===== src/rtl/hiscore_ram_arbiter_pkg.sv =====
// Shared definitions for the hiscore RAM arbiter.
// Contents: FSM state encoding, default settle length, data width, and a small
//           max helper used to size the shared settle/timeout counter.
package arb_pkg;

   typedef enum logic [2:0] {
      ST_IDLE,
      ST_PAUSE_WAIT,
      ST_SETTLE,
      ST_GRANT,
      ST_RELEASE
   } arb_state_t;

   localparam int SETTLE_CYC_DEF = 4;
   localparam int DATA_W         = 8;

   function automatic int max_int(input int a, input int b);
      return (a > b) ? a : b;
   endfunction

endpackage


===== src/rtl/hiscore_ram_arbiter_if.sv =====
// Hiscore engine <-> arbiter handshake bundle.
// master: engine side (drives hs_req/hs_strobe/hs_we/hs_addr/hs_wdata).
// slave : arbiter side (drives hs_grant/hs_ack/hs_rdata/hs_timeout).
interface hiscore_ram_arbiter_if
   import arb_pkg::*;
#(
   parameter int ADDR_W = 16
) ();

   logic              hs_req;
   logic              hs_strobe;
   logic              hs_we;
   logic [ADDR_W-1:0] hs_addr;
   logic [DATA_W-1:0] hs_wdata;
   logic              hs_grant;
   logic              hs_ack;
   logic [DATA_W-1:0] hs_rdata;
   logic              hs_timeout;

   modport master (
      output hs_req, hs_strobe, hs_we, hs_addr, hs_wdata,
      input  hs_grant, hs_ack, hs_rdata, hs_timeout
   );

   modport slave (
      input  hs_req, hs_strobe, hs_we, hs_addr, hs_wdata,
      output hs_grant, hs_ack, hs_rdata, hs_timeout
   );

endinterface


===== src/rtl/hiscore_ram_arbiter_timer.sv =====
// arb_timer: loadable down-counter that stops at zero.
// Ports: clk/rst (async active-high), load + load_val (load wins over count),
//        en (decrement while non-zero), zero (combinational count==0 flag).
module arb_timer #(
   parameter int W = 16
) (
   input  logic         clk,
   input  logic         rst,
   input  logic         load,
   input  logic [W-1:0] load_val,
   input  logic         en,
   output logic         zero
);

   logic [W-1:0] cnt;

   always_ff @(posedge clk or posedge rst) begin
      if (rst) begin
         cnt <= '0;
      end else if (load) begin
         cnt <= load_val;
      end else if (en && (cnt != '0)) begin
         cnt <= cnt - W'(1);
      end
   end

   assign zero = (cnt == '0);

endmodule


===== src/rtl/hiscore_ram_arbiter.sv =====
// Arbitrates a shared synchronous RAM between the system CPU and a hiscore engine.
// Ports: clk_sys/reset (async active-high); hs = engine handshake (slave modport);
//        pause_req/cpu_paused CPU halt handshake; cpu_* CPU RAM bus; ram_* shared RAM.
module hiscore_ram_arbiter
   import arb_pkg::*;
#(
   parameter int ADDR_W     = 16,
   parameter int SETTLE_CYC = SETTLE_CYC_DEF,
   parameter int TIMEOUT_W  = 16
) (
   input  logic              clk_sys,
   input  logic              reset,
   hiscore_ram_arbiter_if.slave hs,
   output logic              pause_req,
   input  logic              cpu_paused,
   input  logic [ADDR_W-1:0] cpu_addr,
   input  logic              cpu_we,
   input  logic [DATA_W-1:0] cpu_wdata,
   output logic [ADDR_W-1:0] ram_addr,
   output logic              ram_we,
   output logic [DATA_W-1:0] ram_wdata,
   input  logic [DATA_W-1:0] ram_rdata
);

   // One counter serves both the pause-wait timeout and the settle delay,
   // so it is sized for whichever needs more bits.
   localparam int CNT_W = max_int(TIMEOUT_W, $clog2(SETTLE_CYC + 1));
   localparam logic [CNT_W-1:0] TIMEOUT_LOAD = CNT_W'({TIMEOUT_W{1'b1}});
   // The cycle in which cpu_paused is first seen counts as the first settle
   // cycle and the counter's zero cycle as the last, so grant lands exactly
   // SETTLE_CYC cycles after the acknowledge.
   localparam logic [CNT_W-1:0] SETTLE_LOAD  = CNT_W'((SETTLE_CYC >= 2) ? SETTLE_CYC - 2 : 0);

   arb_state_t        state;
   logic              grant_q;
   logic              pause_q;
   logic              ack_q;
   logic [DATA_W-1:0] rdata_q;
   logic              timeout_q;
   logic              armed_q;     // hs_req has been seen low since reset/timeout
   logic              acc_q;       // accepted access is driving the RAM this cycle
   logic [ADDR_W-1:0] ram_addr_q;
   logic              ram_we_q;
   logic [DATA_W-1:0] ram_wdata_q;

   logic              req_start;
   logic              accept;
   logic              tmr_load;
   logic [CNT_W-1:0]  tmr_val;
   logic              tmr_en;
   logic              tmr_zero;
   logic              sel_hs;

   always_comb begin
      req_start = hs.hs_req && armed_q;
      accept    = (state == ST_GRANT) && cpu_paused && hs.hs_req &&
                  hs.hs_strobe && !acc_q;
      tmr_load  = 1'b0;
      tmr_val   = '0;
      if ((state == ST_IDLE) && req_start) begin
         tmr_load = 1'b1;
         tmr_val  = TIMEOUT_LOAD;
      end else if ((state == ST_PAUSE_WAIT) && hs.hs_req && cpu_paused) begin
         tmr_load = 1'b1;
         tmr_val  = SETTLE_LOAD;
      end
      tmr_en = (state == ST_PAUSE_WAIT) || (state == ST_SETTLE);
   end

   arb_timer #(
      .W (CNT_W)
   ) u_timer (
      .clk      (clk_sys),
      .rst      (reset),
      .load     (tmr_load),
      .load_val (tmr_val),
      .en       (tmr_en),
      .zero     (tmr_zero)
   );

   always_ff @(posedge clk_sys or posedge reset) begin
      if (reset) begin
         state       <= ST_IDLE;
         grant_q     <= 1'b0;
         pause_q     <= 1'b0;
         ack_q       <= 1'b0;
         rdata_q     <= '0;
         timeout_q   <= 1'b0;
         armed_q     <= 1'b0;
         acc_q       <= 1'b0;
         ram_addr_q  <= '0;
         ram_we_q    <= 1'b0;
         ram_wdata_q <= '0;
      end else begin
         ack_q    <= 1'b0;
         ram_we_q <= 1'b0;
         acc_q    <= accept;
         if (accept) begin
            ram_addr_q  <= hs.hs_addr;
            ram_we_q    <= hs.hs_we;
            ram_wdata_q <= hs.hs_wdata;
         end
         if (ack_q) begin
            rdata_q <= ram_rdata;
         end
         if (!hs.hs_req) begin
            armed_q <= 1'b1;
         end
         if (req_start) begin
            timeout_q <= 1'b0;
         end

         case (state)
            ST_IDLE: begin
               pause_q <= 1'b0;
               grant_q <= 1'b0;
               if (req_start) begin
                  state   <= ST_PAUSE_WAIT;
                  pause_q <= 1'b1;
               end
            end
            ST_PAUSE_WAIT: begin
               if (!hs.hs_req) begin
                  state   <= ST_IDLE;
                  pause_q <= 1'b0;
               end else if (cpu_paused) begin
                  state <= ST_SETTLE;
               end else if (tmr_zero) begin
                  // Re-arm only after hs_req is seen low, so a held request
                  // does not retry the pause forever.
                  state     <= ST_IDLE;
                  pause_q   <= 1'b0;
                  timeout_q <= 1'b1;
                  armed_q   <= 1'b0;
               end
            end
            ST_SETTLE: begin
               if (!cpu_paused || !hs.hs_req) begin
                  state <= ST_RELEASE;
               end else if (tmr_zero) begin
                  state   <= ST_GRANT;
                  grant_q <= 1'b1;
               end
            end
            ST_GRANT: begin
               if (!cpu_paused) begin
                  // CPU resumed under us: abandon any in-flight access silently.
                  state   <= ST_RELEASE;
                  grant_q <= 1'b0;
                  acc_q   <= 1'b0;
               end else begin
                  if (acc_q) begin
                     ack_q <= 1'b1;
                  end
                  if (!hs.hs_req && !acc_q) begin
                     state   <= ST_RELEASE;
                     grant_q <= 1'b0;
                  end
               end
            end
            ST_RELEASE: begin
               state   <= ST_IDLE;
               pause_q <= 1'b0;
               grant_q <= 1'b0;
            end
            default: begin
               state   <= ST_IDLE;
               pause_q <= 1'b0;
               grant_q <= 1'b0;
            end
         endcase
      end
   end

   // The engine owns the RAM bus while granted or while an access is in the
   // RAM stage; otherwise the CPU path is a straight combinational pass.
   assign sel_hs    = grant_q || acc_q;
   assign ram_addr  = sel_hs ? ram_addr_q  : cpu_addr;
   assign ram_we    = sel_hs ? ram_we_q    : cpu_we;
   assign ram_wdata = sel_hs ? ram_wdata_q : cpu_wdata;

   // RAM data arrives in the ack cycle itself; pass it through then and keep
   // the captured copy afterwards.
   assign hs.hs_rdata   = ack_q ? ram_rdata : rdata_q;
   assign hs.hs_ack     = ack_q;
   assign hs.hs_grant   = grant_q;
   assign hs.hs_timeout = timeout_q;
   assign pause_req     = pause_q;

endmodule

===== src/flat_wrapper.sv =====
// flat-port wrapper written by rule: the top's interface ports become plain ports
module hiscore_ram_arbiter_flat import arb_pkg::*;
#(
   parameter int ADDR_W     = 16,
   parameter int SETTLE_CYC = SETTLE_CYC_DEF,
   parameter int TIMEOUT_W  = 16
)
  (clk_sys, reset, pause_req, cpu_paused, cpu_addr, cpu_we, cpu_wdata, ram_addr, ram_we, ram_wdata, ram_rdata, hs_hs_req, hs_hs_strobe, hs_hs_we, hs_hs_addr, hs_hs_wdata, hs_hs_grant, hs_hs_ack, hs_hs_rdata, hs_hs_timeout);
  hiscore_ram_arbiter_if #(.ADDR_W(ADDR_W)) hs_i ();
  input  logic clk_sys;
  input  logic reset;
  output logic pause_req;
  input  logic cpu_paused;
  input  logic [ADDR_W-1:0] cpu_addr;
  input  logic cpu_we;
  input  logic [DATA_W-1:0] cpu_wdata;
  output logic [ADDR_W-1:0] ram_addr;
  output logic ram_we;
  output logic [DATA_W-1:0] ram_wdata;
  input  logic [DATA_W-1:0] ram_rdata;
  input wire logic [$bits(hs_i.hs_req)-1:0] hs_hs_req;
  input wire logic [$bits(hs_i.hs_strobe)-1:0] hs_hs_strobe;
  input wire logic [$bits(hs_i.hs_we)-1:0] hs_hs_we;
  input wire logic [$bits(hs_i.hs_addr)-1:0] hs_hs_addr;
  input wire logic [$bits(hs_i.hs_wdata)-1:0] hs_hs_wdata;
  output wire logic [$bits(hs_i.hs_grant)-1:0] hs_hs_grant;
  output wire logic [$bits(hs_i.hs_ack)-1:0] hs_hs_ack;
  output wire logic [$bits(hs_i.hs_rdata)-1:0] hs_hs_rdata;
  output wire logic [$bits(hs_i.hs_timeout)-1:0] hs_hs_timeout;
  assign hs_i.hs_req = hs_hs_req;
  assign hs_i.hs_strobe = hs_hs_strobe;
  assign hs_i.hs_we = hs_hs_we;
  assign hs_i.hs_addr = hs_hs_addr;
  assign hs_i.hs_wdata = hs_hs_wdata;
  assign hs_hs_grant = hs_i.hs_grant;
  assign hs_hs_ack = hs_i.hs_ack;
  assign hs_hs_rdata = hs_i.hs_rdata;
  assign hs_hs_timeout = hs_i.hs_timeout;
  hiscore_ram_arbiter #(.ADDR_W(ADDR_W), .SETTLE_CYC(SETTLE_CYC), .TIMEOUT_W(TIMEOUT_W)) u_core (.clk_sys(clk_sys), .reset(reset), .hs(hs_i), .pause_req(pause_req), .cpu_paused(cpu_paused), .cpu_addr(cpu_addr), .cpu_we(cpu_we), .cpu_wdata(cpu_wdata), .ram_addr(ram_addr), .ram_we(ram_we), .ram_wdata(ram_wdata), .ram_rdata(ram_rdata));
endmodule

===== config.mk =====
export PLATFORM = sky130hd
export DESIGN_NAME = hiscore_ram_arbiter_flat
export DESIGN_NICKNAME = d
export VERILOG_FILES = /design/src/rtl/hiscore_ram_arbiter_pkg.sv /design/src/rtl/hiscore_ram_arbiter_if.sv /design/src/rtl/hiscore_ram_arbiter_timer.sv /design/src/rtl/hiscore_ram_arbiter.sv /design/src/flat_wrapper.sv
export SDC_FILE = /design/constraint.sdc
export NUM_CORES = 1
export LEC_CHECK = 0
export ABC_AREA = 1
export CORE_MARGIN = 4
export CORE_UTILIZATION = 45
export DETAILED_ROUTE_END_ITERATION = 7
export GPL_TIMING_DRIVEN = 0
export HOLD_SLACK_MARGIN = 0.05
export PLACE_DENSITY = 0.78
export SYNTH_ARGS = -nofsm -noshare
export SYNTH_HDL_FRONTEND = slang
export SYNTH_HIERARCHICAL = 1
export SYNTH_SLANG_ARGS = --single-unit

===== constraint.sdc =====
create_clock -name clk_sys -period 4.27 [get_ports clk_sys]
set_clock_uncertainty 0.2 [all_clocks]
set_input_delay 0.427 -clock clk_sys [delete_from_list [all_inputs] [get_ports clk_sys]]
set_output_delay 0.427 -clock clk_sys [all_outputs]
set_load 0.01 [all_outputs]

## Word level (Yosys, flattened, before mapping)

Index checks and enable logic that the tools add are counted.

| operators by class | value |
|---|---|
| add/subtract/negate cells | 1 |
| $mul | 0 |
| divide/modulo/power cells | 0 |
| $lt $le $gt $ge | 0 |
| eq/ne operators | 11 |
| shift operators | 0 |
| muxes and demuxes | 45 |
| bitwise logic cells | 2 |
| reduce and logical (&&, ||, !) cells | 24 |

Operators with widths:

| operator | number |
|---|---|
| $mux W16 | 4 |
| $mux W1 | 27 |
| $mux W3 | 8 |
| $logic_not A16 Y1 | 1 |
| $mux W8 | 2 |
| $reduce_bool A16 Y1 | 1 |
| $sub A16 B1 Y16 const B | 1 |
| $pmux W3 S4 | 1 |
| $logic_and A1 B1 Y1 | 10 |
| $reduce_and A4 Y1 | 2 |
| $eq A3 B2 Y1 const B | 2 |
| $ne A3 B2 Y1 const B | 2 |
| $ne A3 B3 Y1 const B | 2 |
| $pmux W1 S3 | 2 |
| $ne A2 B1 Y1 const B | 2 |
| $ne A4 B3 Y1 const B | 1 |
| $eq A3 B1 Y1 const B | 1 |
| $logic_not A1 Y1 | 3 |
| $logic_not A3 Y1 | 1 |
| $logic_or A1 B1 Y1 | 3 |
| $reduce_and A3 Y1 | 1 |
| $mux W2 | 1 |
| $ne A2 B2 Y1 const B | 1 |
| $not A1 Y1 | 2 |
| 2 further kinds | 2 |

| word-level totals | value |
|---|---|
| flip-flop bits (word level) | 58 |
| latch bits | 0 |
| bits in writable memories | 0 |
| ROM bits | 0 |
| bits of input ports | 63 |
| output and inout port bits | 37 |
| logic and storage cells | 95 |
| memories kept | 0 |

## Logic depth before layout (Yosys ltp)

Gate-level depths: netlist of the first run.

| logic depth | value |
|---|---|
| depth in word-level cells | 7 |
| gate-level depth with buffers | 13 |

## By module

The synthesis of the first run kept the hierarchy.

By module, submodules not included:

| module | times used | cells an instance | area each (um^2) |
|---|---|---|---|
| hiscore_ram_arbiter | 1 | 237 | 2074.5 |
| arb_timer | 1 | 170 | 1126.1 |

## Worst setup path after synthesis of the first run

OpenSTA, ideal clock, no wires.

| timing path | value |
|---|---|
| path kind | flip-flop to flip-flop |
| start | reg u_core.state[1] |
| end | reg u_core.u_timer.cnt[9] |
| arrival | 2.209 ns |
| data required time | 3.953 ns |
| setup slack | 1.743 ns |
| cell stages (with the launch flop) | 11 |
| path buffers | 1 |
| cells stage by stage | dfrtp_1 nor2_1 nand2_1 nor2_1 inv_1 nand2_1 clkbuf_2 clkinv_1 or2_2 nand3_1 nand2_1 |

| between the ends | value |
|---|---|
| cells in the longest elaborated chain, start to end | 6 |
| elaborated cells between the ends (all ways) | 13 |

Ends and longest elaborated chain:

| item | line | RTL |
|---|---|---|
| start, declared | hiscore_ram_arbiter.sv:34 | `arb_state_t state;` |
| start signal, assigned | hiscore_ram_arbiter.sv:83 | `state <= ST_IDLE;` |
| start signal, assigned | hiscore_ram_arbiter.sv:118 | `state <= ST_PAUSE_WAIT;` |
| start signal, assigned | hiscore_ram_arbiter.sv:124 | `state <= ST_IDLE;` |
| $eq A3 B1 Y1 | hiscore_ram_arbiter.sv:63 | `end else if ((state == ST_PAUSE_WAIT) && hs.hs_req && cpu_paused) begin` |
| $logic_and A1 B1 Y1 (2 in series) | hiscore_ram_arbiter.sv:63 |  |
| $mux W1 | hiscore_ram_arbiter.sv:63 |  |
| $mux W1 * | hiscore_ram_arbiter.sv:60 | `if ((state == ST_IDLE) && req_start) begin` |
| named net u_core.tmr_load | hiscore_ram_arbiter.sv:48 | `logic tmr_load;` |
| $mux W16 / $reduce_bool A2 Y1 (equally long branches) | - |  |
| end signal, assigned | hiscore_ram_arbiter_timer.sv:21 | `cnt <= load_val;` |
| end signal, assigned | hiscore_ram_arbiter_timer.sv:23 | `cnt <= cnt - W'(1);` |
| end, declared | hiscore_ram_arbiter_timer.sv:15 | `logic [W-1:0] cnt;` |

Mark *: on every way through the listed nets, which the timed path passes. The rest lies on a longest branch.
A chain may end at the register's enable or synchronous reset.

## Worst setup path after layout of the first run

| timing path | value |
|---|---|
| start | reg u_core.state[1] |
| end | reg u_core.u_timer.cnt[7] |

Same word-level chain as after synthesis.

==> metrics, run 1 <==
outcome finished, final reports clean; number of nets in the layout between 500 and 600; multi-input logic area around 1500 sq um; Starting Density a little under half; launching element type of the critical path flip-flop; clock latency on the worst-skew pair approximately 0.33 ns; largest cells by area after synthesis sky130_fd_sc_hd__dfrtp_1 45%, sky130_fd_sc_hd__nand2_1 16%, sky130_fd_sc_hd__mux2_2 6.3%; vias per cell about 4.9; Worst Path Class, Setup reg -> reg; via count around 3000; number of inserted diodes 0; most common flop cell mapped by yosys sky130_fd_sc_hd__dfrtp_1; peak ir drop on the vdd network 314 uV; end point of the most critical hold path u_core/ram_addr_q[8]; wire length reported by the detailed router ~8000 um; Post-synth ARST share 100%; arrival time of data at the critical path endpoint roughly 3.3 ns; total count of max-transition violations in the final report 0; leading area contributor after synthesis sky130_fd_sc_hd__dfrtp_1; clock tree sinks 58; synthesized net count approximately 470; total power per unit cell area 581 nW/um^2; TritonCTS clock tree built; startpoint of the lowest-slack register-to-register path u_core/state[1]; post-route DRC violation count 0; die height roughly 92 um; actual transition at the worst max-transition pin 1.02 ns; WL/cell approximately 13 um; cells after synthesis 407; clock-pin transition on the worst setup and hold timing paths 0.07 ns; standard cell core area 6870 sq um; number of antenna-violating nets in the routed design 0; wire length of the first global-routing pass about 14000 um; Netlist cell types 33; most common library cells after synthesis 135 x sky130_fd_sc_hd__nand2_1, 58 x sky130_fd_sc_hd__dfrtp_1, 39 x sky130_fd_sc_hd__inv_1, 36 x sky130_fd_sc_hd__nor2_1, 28 x sky130_fd_sc_hd__nand3_1; number of global-route vias before repair 3022; source of the worst hold timing path u_core/ram_addr_q[8]; r2r setup slk about 1.0 ns; global route total overflow 0; RSZ-0062 raised after global routing false; headroom to the max-slew limit a little under a third; worst r2r path cells 11; required arrival time at the worst endpoint between 4 and 5 ns; # fillers between 500 and 600; MaxCap Viol Count 0; share of the yosys chip area belonging to registers about 45%; Hold Buf Count CTS 0; most frequent cell after synthesis sky130_fd_sc_hd__nand2_1; quantity of I/O buffers inserted on ports 99; layout-stage area growth over the synthesis result 39.7%; proportion of layout cells with a drive suffix above 1 around an eighth; overall power roughly 2.6 mW; initial DRC count 160; share of Yosys cell area claimed by the top area cell type a little under half; first-pass detailed-route iteration total 4; per-instance average area after synthesis 7.86 sq um; number of enable-type register cells in the synthesized netlist 0; setup TNS 0 ns; post-synthesis cell area ~3200 sq um; sequential cell area around 1500 sq um; half-perimeter wire length after placement 6160 um; antenna violations before repair 0; number of register bits inferred by synthesis slightly below 60; Max Freq roughly 0.31 GHz; maximum number of pins on one net before global-route repair 43; RePlAce Congestion between 0.8 and 0.9; critical path endpoint category flip-flop; number of cells traversed by the worst hold path 2; Die Area between 8000 and 9000 sq um; clock period minus final worst setup slack around 3.3 ns; boundary pin count 100; cell chosen for the clock root sky130_fd_sc_hd__clkbuf_8; setup violators final 0; overall routing resource usage 20.1%; class of the worst hold path reg -> reg; count of cells resized by post-cts repair 0; fin crit share 76.3%; Final Hold Fails 0; number of buffers on the longest clock path 2; number of rows created at floorplan 30; capture instance of the worst register-to-register path u_core/u_timer/cnt[7]; chip width slightly above 90 um; Max H-tree Level 3; CTS Buf Count 9; CP Max Fanout 16; number of buffers inserted to repair setup after CTS 0; warnings from Yosys 6; Static Leak 2.16 nW
## where the power goes
| part | total (mW) | switching [mW] | internal, mW |
|---|---|---|---|
| clock network | 0.419 | 0.217 | 0.202 |
| logic | 1.34 | 0.742 | 0.594 |
| registers | 0.843 | 0.121 | 0.722 |
## layer usage
metal  part of all wire [%]  vias to the layer above  GRT usage [%]
met1                     43                     1396           24.5
met5                      0                        -              0
met2                     49                       96           34.3
met4                    2.0                        0           7.92
met3                    5.9                       14           4.87
li1                       -                     1502              -
## final cells by class
cell class	instances	area share (%)
Clock buffer	9	2.77
Multi-Input combinational cell	291	33.2
Tap cell	96	2.69
Buffer	13	2.16
Inverter	45	3.81
Sequential cell	58	32.5
Clock inverter	6	0.784
Timing Repair Buffer	99	22.2
## cell families (layout without fill, tap and decap cells)
kind of cell / Yosys count / in the layout / share of synthesized area (%)
muxes: 18 / 18 / 6.33
xor gates and xnor gates: 8 / 8 / 2.19
adders and majority gates: 1 / 1 / 0.391
DFF: 58 / 58 / 45.3
buffers and inverters: 58 / 172 / 8.33
AOI/OAI and AO/OA: 41 / 41 / 7.35
and+or+nand+nor: 223 / 223 / 30.1
## cells in the final DEF, fill, tap and decap left out, drive strengths merged
| master | count |
|---|---|
| and2 | 2 |
| buf | 8 |
| clkbuf | 13 |
| clkdlybuf4s50 | 99 |
| clkinv | 6 |
| clkinvlp | 2 |
| dfrtp | 58 |
| dlygate4sd1 | 1 |
| ha | 1 |
| inv | 43 |
| mux2 | 18 |
| nand2 | 141 |
| nand3 | 28 |
| nand3b | 1 |
| nand4 | 7 |
| nor2 | 39 |
| nor3 | 1 |
| nor4 | 1 |
| o21a | 1 |
| o21ai | 38 |
| o21bai | 2 |
| or2 | 3 |
| xnor2 | 3 |
| xor2 | 5 |
## through the flow
stage / util (%) / instance area (sq um) / instances / setup WS, ns / hold WS, ns
final: 65.1 / 4470 / 617 / 1.01 / 0.283
after global routing: 65.1 / 4470 / 617 / 0.607 / 0.316
after CTS: 65.1 / 4470 / 617 / 1.01 / 0.285
after detailed placement: 62.8 / 4310 / 602 / 0.677 / 0.267
after global placement: 62.8 / 4310 / 602 / 0.690 / 0.262
after floorplan: - / 3200 / 407 / 1.74 / 0.141
## worst max-delay path by stage
stage | startpoint | to | depth (start not counted)
floorplan | u_core/state[1] | u_core/u_timer/cnt[9] | 10
global placement | hs_hs_req | u_core/u_timer/cnt[15] | 11
detailed placement | hs_hs_req | u_core/u_timer/cnt[14] | 11
CTS | u_core/state[1] | u_core/u_timer/cnt[5] | 11
global route | u_core/state[1] | u_core/u_timer/cnt[5] | 11
finish | u_core/state[1] | u_core/u_timer/cnt[7] | 11
## state kept, by name, indices dropped and copies added (netlist names), 3 cells and up
name                count
u_core/u_timer/cnt     16
u_core/ram_addr_q      16
u_core/state            3
u_core/rdata_q          8
u_core/ram_wdata_q      8
## critical path, stage by stage, from the launching register on
cell and delay, ns:
sky130_fd_sc_hd__dfrtp_1 0.43, sky130_fd_sc_hd__nor2_1 0.23, sky130_fd_sc_hd__nand2_1 0.14, sky130_fd_sc_hd__nor2_1 0.79, sky130_fd_sc_hd__inv_1 0.18, sky130_fd_sc_hd__nand2_1 0.13
sky130_fd_sc_hd__clkbuf_2 0.18, sky130_fd_sc_hd__clkinv_1 0.27, sky130_fd_sc_hd__nand3_1 0.28, sky130_fd_sc_hd__inv_2 0.14, sky130_fd_sc_hd__nand2_1 0.08, sky130_fd_sc_hd__nand3_1 0.07
Note: power is estimated with default switching activity, not from simulation.
==> run 2: changes to the inputs <==
Clock period 4.27 ns to 3.07 ns, I/O delays scaled along.
==> run 2 against run 1 <==
Net effect:
- core utilization increased by 0.11 points
- die area unchanged
- clock-buffer cell count unchanged
- cell count unchanged
- total power increased by 39%
- worst setup slack got worse by 0.72 ns
- maximum frequency increased by 17%
- design area increased by 0.17%
==> metrics, run 2 (synthesis results as in run 1) <==
outcome finished, final reports clean; boundary pin count 100; global route total overflow 0; clock latency on the worst-skew pair roughly 0.33 ns; Regs by FF count u_core/ram_addr_q: 16 flops, u_core/u_timer/cnt: 16 flops; switch share 41.6%; overall routing resource usage around 20%; fin crit share between 90% and 100%; wire length reported by the detailed router around 8100 um; peak ir drop on the vdd network roughly 440 uV; number of rows created at floorplan 30; critical path endpoint category flip-flop; Int Power ~2.1 mW; CTS Buf Count 9; quantity of I/O buffers inserted on ports 99; count of cells resized by post-cts repair 1; number of inserted diodes 0; number of buffers on the longest clock path 2; number of nets in the layout ~580; share of total power in the clock network between 10% and 20%; WL/cell ~13 um; half-perimeter wire length after placement ~6000 um; proportion of layout cells with a drive suffix above 1 between 10% and 20%; standard cell core area a little under 7000 sq um; arrival time of data at the critical path endpoint 2.78 ns; cell chosen for the clock root sky130_fd_sc_hd__clkbuf_8; layout-stage area growth over the synthesis result 39.9%; clock tree sinks between 50 and 60; launching element type of the critical path flip-flop; MaxCap Viol Count 0; minimum setup slack after placement -0.403 ns; Max Freq about 0.36 GHz; maximum number of pins on one net before global-route repair 43; wire length of the first global-routing pass approximately 14000 um; actual transition at the worst max-transition pin around 0.87 ns; commonest cells after routing, fill and taps aside 135 x sky130_fd_sc_hd__nand2_1, 99 x sky130_fd_sc_hd__clkdlybuf4s50_1, 58 x sky130_fd_sc_hd__dfrtp_1; chip width around 92 um; Final Hold Fails 0; final design utilization between 60% and 70%; final standard cell count with taps included and fillers excluded 617; clock period minus final worst setup slack roughly 2.8 ns; first-pass detailed-route iteration total 4; number of global-route vias before repair 3027; vias per cell approximately 4.9; # fillers approximately 580; TritonCTS clock tree built; total count of max-transition violations in the final report 0; share of power burned in registers ~32%; setup violators final 0; Hold Buf Count CTS 0; power dissipated by switching net loads about 1.5 mW; number of buffers inserted to repair setup after CTS 0; list of cells traversed by the critical path nor2_1 -> nand2_1 -> nor2_4 -> inv_1 -> nand2_1 -> clkbuf_2 -> clkinv_1 -> nand3_1 -> inv_2 -> nand2_1 -> nand3_1; headroom to the max-slew limit 42.0%; clock-pin transition on the worst setup and hold timing paths around 0.070 ns; most common library cell in the layout ignoring fill and taps sky130_fd_sc_hd__nand2_1; post-route DRC violation count 0; total power per unit cell area 809 nW/um^2; number of antenna-violating nets in the routed design 0; via count about 3000; required arrival time at the worst endpoint ~3 ns; Max H-tree Level 3; number of placed instances with taps included approximately 600; combinational cell fraction of total power between 50% and 60%; CP Max Fanout 16; antenna violations before repair 0; Starting Density 46.6%; die height ~90 um; Worst Path Class, Setup reg -> reg; slowest CP cell sky130_fd_sc_hd__dfrtp_1; Setup WS post-layout 0.293 ns; initial DRC count ~210; Die Area between 8000 and 9000 sq um; CP peak stage delay ~0.43 ns; class of the worst hold path in -> async; cell with the most instances on the worst path sky130_fd_sc_hd__nand2_1; RePlAce Congestion about 0.88; Static Leak about 2.2 nW
==> run 2: cell counts in the layout (fill, tap and decap cells not counted) <==
No cell type changed its count.
==> run 2: routing by layer <==
| layer | up-vias | global-route usage, % | share of wire (%) |
|---|---|---|---|
| met5 | - | 0 | 0 |
| met4 | 0 | 7.92 | 1.9 |
| met3 | 12 | 4.87 | 5.4 |
| met2 | 83 | 34.4 | 50 |
| met1 | 1395 | 24.3 | 42 |
| li1 | 1504 | - | - |
==> run 2: final timing paths <==
path | startpoint | slack (ns) | end | cells past startpoint
setup / recovery | u_core/state[1] | 0.29 | u_core/u_timer/cnt[5] | 11
setup reg to reg | u_core/state[1] | 0.29 | u_core/u_timer/cnt[5] | 11
min in group clk_sys | u_core/ram_addr_q[8] | 0.28 | u_core/ram_addr_q[8] | 2
hold reg to reg | u_core/ram_addr_q[8] | 0.28 | u_core/ram_addr_q[8] | 2
max in group asynchronous | reset | 1.81 | u_core/state[2] | 2
hold / removal | reset | 0.22 | u_core/u_timer/cnt[10] | 2
==> run 2: cell type report <==
| class | count | area [sq um] | area share, % |
|---|---|---|---|
| timing repair buffer | 99 | 991 | 22.1 |
| buffer | 13 | 96.3 | 2.15 |
| inverter | 45 | 170 | 3.80 |
| clock inverter | 6 | 35.0 | 0.782 |
| multi-input combinational | 291 | 1490 | 33.3 |
| tap | 96 | 120 | 2.68 |
| clock buffer | 9 | 124 | 2.77 |
| sequential | 58 | 1450 | 32.4 |
==> run 2: power groups by stage <==
stage	clock, mW	sequential [mW]	combinational (mW)
after floorplan	0	1.15	1.24
after global routing	0.657	1.20	2.11
after CTS	0.606	1.17	1.87
after detailed placement	0	1.18	1.86
after global placement	0	1.17	1.81
final	0.582	1.17	1.87
==> run 2: critical path: cells and delay by family (launching register included) <==
family                 cells  cell delay, ns
buffers and inverters      4            0.73
flip-flops                 1            0.43
AND/OR/NAND/NOR            7            1.30
==> run 2: metrics by stage <==
step | power (mW) | TNS [ns] | hold slack [ns] | instance area [sq um]
2_1_floorplan | 2.38 | 0 | 0.0207 | 3200
3_3_place_gp | 2.98 | -5.12 | 0.262 | 4310
3_5_place_dp | 3.04 | -5.31 | 0.267 | 4310
4_1_cts | 3.65 | 0 | 0.235 | 4470
5_1_grt | 3.97 | -0.00535 | 0.275 | 4480
6_report | 3.62 | 0 | 0.224 | 4480
==> run 3: changes to the inputs <==
Settings changed: CORE_UTILIZATION 45 to 47, CTS_CLUSTER_SIZE set to 20, PLACE_DENSITY 0.78 to 0.81.
==> run 3 against run 2 <==
Net effect:
- global-route usage increased by 0.39 points
- combinational power about the same
- highest routed layer unchanged
- clock power increased by 43%
==> metrics, run 3 (synthesis results as in run 1) <==
MaxCap Viol Count 0; slowest CP cell sky130_fd_sc_hd__dfrtp_1; capture instance of the worst register-to-register path u_core/u_timer/cnt[15]; half-perimeter wire length after placement around 6200 um; layout-stage area growth over the synthesis result 41.6%; RePlAce Congestion around 0.90; class of the worst hold path in -> async; actual transition at the worst max-transition pin approximately 0.85 ns; Starting Density ~50%; standard cell core area between 6000 and 7000 sq um; global route total overflow 0; chip width between 90 and 100 um; proportion of layout cells with a drive suffix above 1 between 10% and 20%; setup violators final 0; boundary pin count 100; total power per unit cell area between 800 and 900 nW/um^2; TritonCTS clock tree built; number of buffers inserted to repair setup after CTS 0; clock tree sinks 58; list of cells traversed by the critical path nor2_1 -> nand2_1 -> nor2_4 -> inv_1 -> nand2_1 -> clkbuf_2 -> clkinv_1 -> nand3_1 -> inv_2 -> nand3_1 -> nand2_1; CP Max Fanout 16; antenna violations before repair 0; startpoint of the lowest-slack register-to-register path u_core/state[1]; fin crit share around 90%; peak ir drop on the vdd network approximately 450 uV; cell chosen for the clock root sky130_fd_sc_hd__clkbuf_8; WL/cell 13.8 um; tightest hold margin a little over 0.2 ns; maximum number of pins on one net before global-route repair 43; initial DRC count 213; Final Hold Fails 0; RSZ-0062 raised after global routing false; number of placed instances with taps included 583; number of rows created at floorplan 29; Hold Buf Count CTS 0; wire length of the first global-routing pass between 10000 and 15000 um; Worst Path Class, Setup reg -> reg; Static Leak about 2.2 nW; worst r2r path cells 11; Max Freq approximately 0.36 GHz; Die Area 8190 sq um; final std cell area, no fill 4530 sq um; number of buffers on the longest clock path 2; critical path endpoint category flip-flop; first-pass detailed-route iteration total 6; number of nets in the layout between 500 and 600; total count of max-transition violations in the final report 0; CTS Buf Count 9; number of buffers and inverters on the critical path 4; clock-pin transition on the worst setup and hold timing paths around 0.070 ns; via count between 3000 and 4000; commonest cells after routing, fill and taps aside 135 x sky130_fd_sc_hd__nand2_1, 99 x sky130_fd_sc_hd__clkdlybuf4s50_1, 58 x sky130_fd_sc_hd__dfrtp_1; placed cell area 4290 sq um; Regs by FF count u_core/ram_addr_q: 16 flops, u_core/u_timer/cnt: 16 flops; vias per cell a little over 5; CP peak stage delay around 0.42 ns; quantity of I/O buffers inserted on ports around 100; arrival time of data at the critical path endpoint roughly 2.8 ns; number of inserted diodes 0; die height about 91 um; clock period minus final worst setup slack around 2.8 ns; post-route DRC violation count 0; required arrival time at the worst endpoint 3.09 ns; outcome finished, final reports clean; headroom to the max-slew limit a little over two fifths; # fillers a little over 500; final standard cell count with taps included and fillers excluded roughly 600; r2r setup slk 0.30 ns; clock latency on the worst-skew pair around 0.34 ns; overall routing resource usage 20.5%; cell class contributing the biggest share of worst-path delay simple AND/OR/NAND/NOR gates; Max H-tree Level 3; most common library cell in the layout ignoring fill and taps sky130_fd_sc_hd__nand2_1; launching element type of the critical path flip-flop; number of antenna-violating nets in the routed design 0; cell with the most instances on the worst path sky130_fd_sc_hd__nand2_1; final design utilization 69.8%; number of global-route vias before repair between 2000 and 3000; wire length reported by the detailed router slightly above 8000 um
==> run 3: where the power goes <==
group | total [mW] | leakage [nW] | internal, mW | switching (mW)
clock network | 0.832 | 0.119 | 0.522 | 0.310
registers | 1.17 | 0.704 | 1.00 | 0.167
logic | 1.86 | 1.38 | 0.827 | 1.04
total | 3.87 | 2.20 | 2.35 | 1.51
==> run 3: routing by layer <==
metal | track usage [%] | routed length, um | vias up
li1 | - | - | 1505
met1 | 25.9 | 3530 | 1393
met2 | 34.2 | 4090 | 117
met3 | 5.33 | 454 | 18
met4 | 6.51 | 193 | 0
met5 | 0 | 0 | -
==> run 3: worst max-delay path by stage <==
stage / startpoint / cells after the start / end / slack, ns
finish: u_core/state[1] / 11 / u_core/u_timer/cnt[15] / 0.30
global route: u_core/state[1] / 11 / u_core/u_timer/cnt[0] / 0.09
CTS: u_core/state[1] / 11 / u_core/u_timer/cnt[15] / 0.20
detailed placement: hs_hs_req / 11 / u_core/u_timer/cnt[14] / -0.31
global placement: hs_hs_req / 11 / u_core/u_timer/cnt[15] / -0.36
floorplan: u_core/state[1] / 10 / u_core/u_timer/cnt[9] / 0.54
==> run 3: final cells by class <==
type | instances | area [sq um] | share of cell area (%)
buffer | 13 | 96.3 | 2.13
clock buffer | 12 | 165 | 3.64
clock inverter | 4 | 72.6 | 1.60
inverter | 45 | 170 | 3.75
multi-input combinational | 291 | 1490 | 32.9
sequential | 58 | 1450 | 32.0
tap | 77 | 96.3 | 2.13
timing repair buffer | 99 | 991 | 21.9
==> run 3: repair_timing <==
| action | CTS | global route |
|---|---|---|
| gates resized for setup | 1 | 1 |
| setup endpoints to repair | 10 | 9 |
| hold endpoints to repair | 0 | 0 |
| pin swaps | 0 | 0 |
==> run 3: stage by stage <==
| stage | setup TNS (ns) | power (mW) | setup WS (ns) |
|---|---|---|---|
| after floorplan | 0 | 2.38 | 0.543 |
| after global placement | -4.51 | 2.98 | -0.357 |
| after detailed placement | -3.69 | 3.03 | -0.308 |
| after CTS | 0 | 3.88 | 0.201 |
| after global routing | 0 | 4.18 | 0.0898 |
| final | 0 | 3.87 | 0.303 |
